===== config.mk =====
export PLATFORM = sky130hd
export DESIGN_NAME = pe_stage_ctrl_flat
export DESIGN_NICKNAME = d
export VERILOG_FILES = /design/src/rtl/fft_pkg.sv /design/src/rtl/pe_stage_ctrl_if.sv /design/src/rtl/pe_ctrl_delay.sv /design/src/rtl/pe_stage_ctrl.sv /design/src/flat_wrapper.sv
export SDC_FILE = /design/constraint.sdc
export NUM_CORES = 1
export LEC_CHECK = 0
export CORE_MARGIN = 1
export CORE_UTILIZATION = 35
export DETAILED_ROUTE_END_ITERATION = 8
export GPL_TIMING_DRIVEN = 0
export PLACE_DENSITY = 0.62
export SYNTH_ARGS = -nofsm -noshare
export SYNTH_HDL_FRONTEND = slang
export SYNTH_HIERARCHICAL = 1
export SYNTH_SLANG_ARGS = --single-unit

===== constraint.sdc =====
create_clock -name Clk -period 2.2 [get_ports Clk]
set_clock_uncertainty 0.2 [all_clocks]
set_input_delay 0.33 -clock Clk [delete_from_list [all_inputs] [get_ports Clk]]
set_output_delay 0.33 -clock Clk [all_outputs]
set_load 0.02 [all_outputs]

===== src/rtl/fft_pkg.sv =====
// fft_pkg: shared FSM state, default sizing and delay-line entry for the pe stage sequencer
package fft_pkg;
  localparam int LOG2N_DEF = 8;
  localparam int MEM_LAT_DEF = 1;
  localparam int PE_LAT_DEF = 3;
  localparam int N = 2 ** LOG2N_DEF;
  localparam int OPS = N / 4;
  localparam int DRAIN_LEN = MEM_LAT_DEF + PE_LAT_DEF;
  localparam int OP_MAXW = 10;
  localparam int STAGE_MAXW = 4;
  typedef enum logic [1:0] {IDLE, RUN, DRAIN, DONE} state_t;
  typedef struct packed {
    logic valid;
    logic [OP_MAXW-1:0] op;
    logic [STAGE_MAXW-1:0] stage;
  } dl_entry_t;
endpackage


===== src/rtl/pe_stage_ctrl_if.sv =====
// pe_stage_ctrl_if: host handshake and memory/pe bus of pe_stage_ctrl (frame_cnt only with PE_STAGE_CTRL_FRAME_CNT_EN)
interface pe_stage_ctrl_if #(
  parameter int LOG2N = 8,
  parameter int STW = $clog2(LOG2N)
);
  logic start, stall, busy, done, rd_en, bypass_n, wr_en;
  logic [LOG2N-3:0] rd_addr, wr_addr;
  logic [STW-1:0] rd_stage, wr_stage;
  logic [LOG2N-2:0] tf_addr;
`ifdef PE_STAGE_CTRL_FRAME_CNT_EN
  logic [15:0] frame_cnt;
  modport master(input start, stall,
                 output busy, done, rd_en, rd_addr, rd_stage, tf_addr, bypass_n, wr_en, wr_addr, wr_stage, frame_cnt);
  modport slave(output start, stall,
                input busy, done, rd_en, rd_addr, rd_stage, tf_addr, bypass_n, wr_en, wr_addr, wr_stage, frame_cnt);
`else
  modport master(input start, stall,
                 output busy, done, rd_en, rd_addr, rd_stage, tf_addr, bypass_n, wr_en, wr_addr, wr_stage);
  modport slave(output start, stall,
                input busy, done, rd_en, rd_addr, rd_stage, tf_addr, bypass_n, wr_en, wr_addr, wr_stage);
`endif
endinterface


===== src/rtl/pe_ctrl_delay.sv =====
// pe_ctrl_delay: depth-D shift register of issued operations with taps at D-1 and D cycles
module pe_ctrl_delay
  import fft_pkg::*;
#(
  parameter int D = 4
) (
  input  logic      Clk,
  input  logic      Reset,
  input  dl_entry_t din,
  output dl_entry_t tap_dm1,
  output dl_entry_t tap_d
);
  dl_entry_t sr [D];
  // shift one slot per cycle; reset drops all in-flight operations
  always_ff @(posedge Clk) begin
    if (Reset) begin
      for (int i = 0; i < D; i++) sr[i] <= '0;
    end else begin
      sr[0] <= din;
      for (int i = 1; i < D; i++) sr[i] <= sr[i-1];
    end
  end
  assign tap_d = sr[D-1];
  generate
    if (D == 1) begin : g_short
      assign tap_dm1 = din;
    end else begin : g_long
      assign tap_dm1 = sr[D-2];
    end
  endgenerate
endmodule


===== src/rtl/pe_stage_ctrl.sv =====
// pe_stage_ctrl: per-stage FFT butterfly sequencer; optional frame counter via PE_STAGE_CTRL_FRAME_CNT_EN
module pe_stage_ctrl
  import fft_pkg::*;
#(
  parameter int LOG2N = 8,
  parameter int MEM_LAT = 1,
  parameter int PE_LAT = 3
) (
  input logic Clk,
  input logic Reset,
  pe_stage_ctrl_if.master bus
);
  localparam int STW = $clog2(LOG2N);
  localparam int OPW = LOG2N - 2;
  localparam int N_OPS = 2 ** OPW;
  localparam int D = MEM_LAT + PE_LAT;
  localparam int DCW = $clog2(D + 1);
  state_t state, state_nx;
  logic [OPW-1:0] op, op_nx, last_op;
  logic [STW-1:0] stage, stage_nx, last_stage;
  logic [DCW-1:0] dcnt, dcnt_nx;
  logic [LOG2N-2:0] tf, last_tf;
  logic issue, unused_bits;
  dl_entry_t din, tap_dm1, tap_d;
  assign issue = (state == RUN) && !bus.stall;
  assign tf = {1'b0, op} << stage;
  // state, counters and the last issued read fields that are held across stalls
  always_ff @(posedge Clk) begin
    if (Reset) begin
      state <= IDLE;
      op <= '0;
      stage <= '0;
      dcnt <= '0;
      last_op <= '0;
      last_stage <= '0;
      last_tf <= '0;
    end else begin
      state <= state_nx;
      op <= op_nx;
      stage <= stage_nx;
      dcnt <= dcnt_nx;
      if (issue) begin
        last_op <= op;
        last_stage <= stage;
        last_tf <= tf;
      end
    end
  end
  // next state: issue N/4 ops per stage, then drain until the stage's last write lands
  always_comb begin
    state_nx = state;
    op_nx = op;
    stage_nx = stage;
    dcnt_nx = dcnt;
    case (state)
      IDLE: begin
        if (bus.start) begin
          state_nx = RUN;
          op_nx = '0;
          stage_nx = '0;
        end
      end
      RUN: begin
        if (!bus.stall) begin
          op_nx = op + OPW'(1);
          if (op == OPW'(N_OPS - 1)) begin
            state_nx = DRAIN;
            dcnt_nx = '0;
          end
        end
      end
      DRAIN: begin
        dcnt_nx = dcnt + DCW'(1);
        if (dcnt == DCW'(D - 1)) begin
          if (stage == STW'(LOG2N - 1)) state_nx = DONE;
          else begin
            state_nx = RUN;
            stage_nx = stage + STW'(1);
          end
        end
      end
      default: state_nx = IDLE;
    endcase
  end
  assign din = {issue, OP_MAXW'(op), STAGE_MAXW'(stage)};
  pe_ctrl_delay #(.D(D)) u_delay (
    .Clk(Clk),
    .Reset(Reset),
    .din(din),
    .tap_dm1(tap_dm1),
    .tap_d(tap_d)
  );
  assign unused_bits = ^{tap_dm1.op, tap_d};
  assign bus.busy = (state == RUN) || (state == DRAIN);
  assign bus.done = state == DONE;
  assign bus.rd_en = issue;
  assign bus.rd_addr = issue ? op : last_op;
  assign bus.rd_stage = issue ? stage : last_stage;
  assign bus.tf_addr = issue ? tf : last_tf;
  assign bus.bypass_n = !(tap_dm1.valid && tap_dm1.stage == STAGE_MAXW'(LOG2N - 1));
  assign bus.wr_en = tap_d.valid;
  assign bus.wr_addr = tap_d.op[OPW-1:0];
  assign bus.wr_stage = tap_d.stage[STW-1:0];
`ifdef PE_STAGE_CTRL_FRAME_CNT_EN
  logic [15:0] frame_cnt;
  // completed frames; an aborted frame never reaches DONE so it is not counted
  always_ff @(posedge Clk) frame_cnt <= Reset ? '0 : frame_cnt + 16'(state == DONE);
  assign bus.frame_cnt = frame_cnt;
`endif
endmodule


===== src/flat_wrapper.sv =====
// flat-port wrapper written by rule: the top's interface ports become plain ports
module pe_stage_ctrl_flat import fft_pkg::*;
#(
  parameter int LOG2N = 8,
  parameter int MEM_LAT = 1,
  parameter int PE_LAT = 3
)
  (Clk, Reset, bus_start, bus_stall, bus_busy, bus_done, bus_rd_en, bus_rd_addr, bus_rd_stage, bus_tf_addr, bus_bypass_n, bus_wr_en, bus_wr_addr, bus_wr_stage);
  pe_stage_ctrl_if #(.LOG2N(LOG2N)) bus_i ();
  input logic Clk;
  input logic Reset;
  input wire logic [$bits(bus_i.start)-1:0] bus_start;
  input wire logic [$bits(bus_i.stall)-1:0] bus_stall;
  output wire logic [$bits(bus_i.busy)-1:0] bus_busy;
  output wire logic [$bits(bus_i.done)-1:0] bus_done;
  output wire logic [$bits(bus_i.rd_en)-1:0] bus_rd_en;
  output wire logic [$bits(bus_i.rd_addr)-1:0] bus_rd_addr;
  output wire logic [$bits(bus_i.rd_stage)-1:0] bus_rd_stage;
  output wire logic [$bits(bus_i.tf_addr)-1:0] bus_tf_addr;
  output wire logic [$bits(bus_i.bypass_n)-1:0] bus_bypass_n;
  output wire logic [$bits(bus_i.wr_en)-1:0] bus_wr_en;
  output wire logic [$bits(bus_i.wr_addr)-1:0] bus_wr_addr;
  output wire logic [$bits(bus_i.wr_stage)-1:0] bus_wr_stage;
  assign bus_i.start = bus_start;
  assign bus_i.stall = bus_stall;
  assign bus_busy = bus_i.busy;
  assign bus_done = bus_i.done;
  assign bus_rd_en = bus_i.rd_en;
  assign bus_rd_addr = bus_i.rd_addr;
  assign bus_rd_stage = bus_i.rd_stage;
  assign bus_tf_addr = bus_i.tf_addr;
  assign bus_bypass_n = bus_i.bypass_n;
  assign bus_wr_en = bus_i.wr_en;
  assign bus_wr_addr = bus_i.wr_addr;
  assign bus_wr_stage = bus_i.wr_stage;
  pe_stage_ctrl #(.LOG2N(LOG2N), .MEM_LAT(MEM_LAT), .PE_LAT(PE_LAT)) u_core (.Clk(Clk), .Reset(Reset), .bus(bus_i));
endmodule

# [Word level (Yosys, flattened, before mapping)]
# Memory sizes are Yosys's and may differ from the RTL's.
# Index checks and enable logic that the tools add are counted.
# W data, S select, Z words.
[totals] input_bits=4 word_cells=67 mem_count=1 ff_bits=30 mem_bits_rw=60 output_inout_bits=30
[mem_list] memory="u_core.u_delay.sr" depth=4 word_bits=15 read_ports=4 rd_ports_with_merged_regs=0 wr=4 line_no="pe_ctrl_delay.sv:13" source="dl_entry_t sr [D];"
[op_classes] n_reduce_logical=13 n_bitwise=4 muxes=26 shifts=1 n_eq_ne=12 add_sub_neg=3
[ops] op="$mux W15" n=4
[ops] op="$mux W3" n=6
[ops] op="$mux W6" n=3
[ops] op="$pmux W3 S2" n=2
[ops] op="$pmux W6 S2" n=1
[ops] op="$mux W2" n=5
[ops] op="$ne A2 B2 Y1 const B" n=4
[ops] op="$reduce_and A4 Y1" n=2
[ops] op="$mux W7" n=1
[ops] op="$shl A6 B3 Y7" n=1
[ops] op="$add A3 B1 Y3 const B" n=2
[ops] op="$add A6 B1 Y6 const B" n=1
[ops] op="$eq A6 B6 Y1 const B" n=1
[ops] op="$pmux W2 S3" n=1
[ops] op="$reduce_and A3 Y1" n=2
[ops] op="$reduce_bool A2 Y1" n=3
[ops] op="$eq A2 B2 Y1 const B" n=2
[ops] op="$eq A4 B3 Y1 const B" n=1
[ops] op="$or A1 B1 Y1" n=4
[ops] op="$eq A3 B2 Y1 const B" n=1
[ops] op="$eq A3 B3 Y1 const B" n=1
[ops] op="$mux W1" n=3
[ops] op="$eq A2 B1 Y1 const B" n=1
[ops] op="$logic_and A1 B1 Y1" n=2
[ops] op="4 further kinds" n=5

# [Logic depth before layout (Yosys ltp)]
[depth] ltp_word=4 ltp_mapped=9 mapped_depth_nobuf=7

# [Cells and area by module]
# Netlist, hierarchy kept.
[by_module_without_submodules] module="pe_stage_ctrl" area_each_um2=1681.6 n_inst=1 cells_each=197 seq_area_each_um2=600.6
[by_module_without_submodules] module="pe_ctrl_delay" area_each_um2=1606.5 n_inst=1 cells_each=126 seq_area_each_um2=1201.2

# [Worst setup path before layout]
# No wires, ideal clock.
[synth_timing] kind="reg-to-output" start="register u_core.state[0]" end="output port bus_tf_addr[4]" stages_incl_launch_ff=9 setup_slack_ns=-0.113 required_ns=1.670 arrival_ns=1.783 n_path_buf=3 cell_sequence="dfxtp_1 > ha_1 > buf_4 > nand2b_1 > clkbuf_1 > inv_1 > clkbuf_1 > nor2_1 > nor2_1"
[synth_via] elab_chain_cells=3
[synth_rtl] item="start, declared" line_no="pe_stage_ctrl.sv:18" source="state_t state, state_nx;"
[synth_rtl] item="start signal, assigned" line_no="pe_stage_ctrl.sv:38" source="state <= state_nx;"
[synth_rtl] item="$eq A2 B1 Y1" line_no="pe_stage_ctrl.sv:25" source="assign issue = (state == RUN) && !bus.stall;"
[synth_rtl] item="$logic_and A1 B1 Y1" line_no="pe_stage_ctrl.sv:25"
[synth_rtl] item="net bus_rd_en" line_no="flat_wrapper.sv:16" source="output wire logic [$bits(bus_i.rd_en)-1:0] bus_rd_en;"
[synth_rtl] item="$mux W7" line_no="pe_stage_ctrl.sv:99" source="assign bus.tf_addr = issue ? tf : last_tf;"
[synth_rtl] item="end, declared" line_no="flat_wrapper.sv:19" source="output wire logic [$bits(bus_i.tf_addr)-1:0] bus_tf_addr;"
# The timed path passes the listed nets, and every way through them passes these cells.

# [Worst setup path in the final report]
[layout_timing] start="register u_core.stage[1]" end="output port bus_tf_addr[4]"
[layout_via] elab_chain_cells=2
[layout_rtl] item="start, declared" line_no="pe_stage_ctrl.sv:20" source="logic [STW-1:0] stage, stage_nx, last_stage;"
[layout_rtl] item="start signal, assigned" line_no="pe_stage_ctrl.sv:40" source="stage <= stage_nx;"
[layout_rtl] item="$shl A6 B3 Y7" line_no="pe_stage_ctrl.sv:26" source="assign tf = {1'b0, op} << stage;"
[layout_rtl] item="$mux W7" line_no="pe_stage_ctrl.sv:99"
# No other way between the ends.

==> metrics.md <==
| Metric | Value |
|---|---|
| MaxCap Viol Count | `0` |
| Vias post-DR | `2059` |
| Crit path kind | `register to output port` |
| Critical Path AT | `1.84 ns` |
| CP startpoint kind | `register` |
| CTS root buf | `clkbuf_8` |
| Post-Syn Area | `2840 sq um` |
| Final Cycle Share | `108%` |
| Pwr Density | `863 nW/um^2` |
| Initial antenna violation count | `0` |
| Vias per cell | `4.55` |
| Crit path capture type | `output port` |
| Net Count, Synth | `303` |
| Initial DRC count | `91` |
| Final Hold Fails | `0` |
| CTS buffer count | `9` |
| Detail Placement HPWL | `3590 um` |
| Worst-skew pair later-pin latency | `0.35 ns` |
| Number of H-tree levels | `3` |
| Clk slew on worst S/H paths | `0.08 ns` |
| Setup TNS | `-0.652 ns` |
| Vert. Die Dim | `92.1 um` |
| Initial core utilization | `36.4%` |
| Number of warnings issued by yosys | `6` |
| Nets | `360` |
| Commonest cells after routing, fill and taps aside | `dfxtp_1, nor2b_1, nand2_1` |
| Commonest non-fill, non-tap cell in the layout | `dfxtp_1` |
| Comb power frac | `25.0%` |
| Mapped Cells | `289` |
| Layout cell share with drive strength beyond 1 | `26.5%` |
| CTS tree | `yes` |
| Row count | `32` |
| Min-delay worst type | `input port to register` |
| Status | `finished, violations left` |
| Vias in the first global route | `2000` |
| Wire length per cell | `12.3 um` |
| Hold depth | `2` |
| Net Sw Power | `0.00102 W` |
| DRC viols | `0` |
| IO Port Bufs | `32` |
| Failing checks | `negative setup slack` |
| Core Region | `7810 sq um` |
| Die Span X | `92.1 um` |
| Final Wtd Congestion | `0.738` |
| Net Sw Frac | `32.0%` |
| Grt ovf | `0` |
| Max-slew violation count | `0` |
| Antenna Nets Post-Route | `0` |
| Setup ws final | `-0.169 ns` |
| Final Core Density | `47.3%` |
| Global Route Usage Sum | `14.5%` |
| Max Freq | `422 MHz` |
| Die area | `8480 sq um` |
| Worst path required time | `1.67 ns` |
| Worst-path maximum fanout | `3` |
| IO Count | `34` |
| Drt first pass iters | `5` |
| CTS sink count | `73` |
| Final setup viols | `5` |
| P_int | `0.00217 W` |
| Largest net degree at the start of global routing | `16` |
| Drt total wl | `5580 um` |
| Bufs on Longest Clock Path | `2` |
| Worst Reg2Reg Path Length in Cells | `5` |
| Layout area overhead | `30.0%` |
| First-pass GRT wire length | `9430 um` |
| RSZ-0062 raised after global routing | `yes` |
| Peak VDD IR | `437 uV` |
| Avg Inst Size Synth | `9.83 sq um` |
| LEAKAGE | `1.53 nW` |
| Seq pwr share | `44.4%` |
| Clock share of power | `30.6%` |
| Fin crit period | `2.37 ns` |
| Antenna Cells | `0` |
state kept, by name, summed over array words and instances, names as in the netlist:
signal	flops
u_core/dcnt	3
u_core/last_tf	7
u_core/last_stage	3
u_core/stage	3
u_core/state	2
u_core/u_delay/sr	43
u_core/last_op	6
u_core/op	6
timing repair:
| action | in CTS | in global routing |
|---|---|---|
| pin swaps | 7 | 5 |
| cloned | 1 | 0 |
| setup buffers | 13 | 1 |
| resized for setup | 116 | 12 |
| endpoints found under the hold margin | 6 | 0 |
| hold buffers | 1 | 0 |
| endpoints found under the setup margin | 18 | 17 |
per-stage QoR:
stage / std cells / setup WS [ns] / hold WS [ns] / power (W) / area [sq um]
detailed placement: 423 / -0.832 / 0.221 / 0.00209 / 3290
global placement: 423 / -0.835 / 0.218 / 0.00208 / 3290
CTS: 453 / -0.171 / 0.00214 / 0.00321 / 3650
floorplan: 289 / 0.0244 / 0.214 / 0.00189 / 2840
global route: 453 / -0.242 / 0.0154 / 0.00335 / 3690
finish: 453 / -0.169 / 0.00948 / 0.00319 / 3690
final cells by class:
cell class / count / area, sq um
inverter: 8 / 35.0
tap: 102 / 128
timing repair buffer: 48 / 427
multi-input combinational: 191 / 1310
fill: 729 / 4110
clock inverter: 7 / 60.1
clock buffer: 9 / 124
buffer: 15 / 134
sequential: 73 / 1480
worst paths after layout:
kind                      startpoint                       to  slack (ns)
max                  u_core/stage[1]           bus_tf_addr[4]       -0.17
max reg2reg             u_core/op[0]          u_core/state[1]        0.07
min reg2reg  u_core/u_delay/sr[1][7]  u_core/u_delay/sr[2][7]        0.23
min                            Reset  u_core/u_delay/sr[1][6]       0.009
worst max-delay path, cell delays in order, from the launching register on:
cell	delay, ns
dfxtp_2	0.34
buf_6	0.11
mux4_2	0.48
nor2b_4	0.14
a211oi_2	0.19
nor2_1	0.08
buf_4	0.16
power by group through the flow:
stage | clock network (W) | registers [W] | logic (W)
2_1_floorplan | 0 | 0.00142 | 0.000466
3_3_place_gp | 0 | 0.00143 | 0.000643
3_5_place_dp | 0 | 0.00144 | 0.000650
4_1_cts | 0.00100 | 0.00141 | 0.000796
5_1_grt | 0.00106 | 0.00142 | 0.000861
6_report | 0.000975 | 0.00142 | 0.000797
per-layer routing:
layer  global-route usage, %  wire length [um]  vias to the layer above
met5                       0                 0                        -
met4                    6.77               113                        0
met3                    4.31               226                       11
met2                    24.8              2700                       37
met1                    16.4              2540                      945
li1                        -                 -                     1066
(Power assumes the default switching activity.)
==> variant, RTL diff (same flow settings) <==
Re-encode `state_t` (4 states) as one-hot, 4 bits wide.
--- a/src/rtl/fft_pkg.sv
+++ b/src/rtl/fft_pkg.sv
@@ -9,5 +9,5 @@
   localparam int OP_MAXW = 10;
   localparam int STAGE_MAXW = 4;
-  typedef enum logic [1:0] {IDLE, RUN, DRAIN, DONE} state_t;
+  typedef enum logic [3:0] {IDLE = 4'b0001, RUN = 4'b0010, DRAIN = 4'b0100, DONE = 4'b1000} state_t;
   typedef struct packed {
     logic valid;
Function: no difference found for any inputs over 10 cycles, from zero or initial values and one cycle with Reset high; not proved beyond that.
==> variant against the original RTL <==
The flow still finishes with violations (negative setup slack); worst setup slack improved by 14 ps; final area grew 7.7%; sequential cell count is 2 higher; area after synthesis grew 1.7%; critical path type unchanged; sequential share of layout area decreased by 1.6 points; wire length grew 3.8%.
Power is not compared: it rests on default switching activity, and its combinational part moved more than twofold at a synthesized area within 25%.
==> variant: results (changes against the original RTL) <==
- Status: finished with violations (unchanged)
- Failing checks: negative setup slack (unchanged)
- Max H-tree Level: 3 (unchanged)
- Footprint of the multi-input gates: 1465 um^2 (was 1309 um^2)
- Drt first pass iters: 4 (was 5)
- Arrival time worst endpoint: 1820 ps (was 1840 ps)
- Non-clk invs: 5 (was 8)
- Post-DP HPWL: 3583 um (was 3588 um)
- Total global routing overflow: 0 (unchanged)
- Largest net degree at the start of global routing: 14 (was 16)
- Met3 wire len: 251 um (was 226 um)
- Final cell count without fillers: 459 (was 453)
- Register area: 1528 um^2 (was 1478 um^2)
- CTS Sinks: 75 (was 73)
- Met2 Routed Length: 2879 um (was 2699 um)
- Pre-CTS WS: -895.3 ps (was -831.9 ps)
- 1st-iter DRT viols: 52 (was 91)
- Comb pwr share: 0.079
- P_seq: about 1.4 mW
- Vias in the first global route: 2,065 (was 2,000)
- Pwr Total: approximately 2.7 mW
- Placed cell count: 421 (was 423)
- Internal: between 2 and 2.5 mW
- Nets: 362 (was 360)
- Met2 GRT Util: 0.2445 (was 0.2481)
- Multi-input comb cells: 191 (unchanged)
- Yosys warns: 6 (unchanged)
- Net Count, Synth: 296 (was 303)
- Metal-1 WL: 2564 um (was 2544 um)
- All-Layer GR Usage: 0.1403 (was 0.1447)
- # fillers: 734 (was 729)
- Final clock-cell share: 0.05381 (was 0.04980)
- Routed WL per cell: 12.62 um (was 12.33 um)
- Ratio of cells with drive above 1 in the final layout: 0.3445 (was 0.2650)
- Final setup vio count: 17 (was 5)
- Clk root buf: clkbuf_8 (unchanged)
- Gpl congestion: 0.8940 (was 0.7375)
- Avg Cell Area, Syn: 10.07 um^2 (was 9.832 um^2)
- Setup TNS Final: -1185 ps (was -651.8 ps)
- Highest metal used: met4 (unchanged)
- Final setup margin: -154.7 ps (was -169.0 ps)
- Met1 usage: 0.1510 (was 0.1642)
- First-pass GRT wire length: 9390 um (was 9425 um)
- Peak supply drop: 0.3751 mV
- Non-clock buffer count: 71 (was 63)
- Met3 global-route usage: 0.05419 (was 0.04312)
- Data buffer area share: 0.1567 (was 0.1518)
- Critical path fanouts, max: 4 (was 3)
- Via count: 2,154 (was 2,059)
==> variant: critical path, cell delays in order, from the launching register on <==
cell     delay [ps]
dfxtp_4         380
mux4_2          490
or2_1           250
a21oi_2         150
nor2_1           60
buf_4           150
==> variant: final timing paths <==
path	endpoint	start	cells past startpoint	slack [ps]
worst max-delay path	bus_tf_addr[4]	u_core/stage[0]	5	-150
worst min-delay path	u_core/u_delay/sr[0][2]	Reset	2	20
worst max register to register	u_core/stage[0]	u_core/stage[1]	8	-50
worst min register to register	u_core/u_delay/sr[2][9]	u_core/u_delay/sr[1][9]	1	230
==> variant: timing repair <==
item                                    CTS  global route
gates cloned                              1             0
setup buffers                            13            10
pin swaps                                14             8
gates resized for setup                 140            41
hold buffers                              1             1
endpoints found under the setup margin   22            22
endpoints found under the hold margin     2             1
==> variant: metrics by stage <==
step,cell area (um^2),hold slack [ps]
floorplan,2890,213.8
global placement,3338,218.1
detailed placement,3338,220.4
CTS,3771,5.379
global route,3976,14.92
finish,3976,21.34
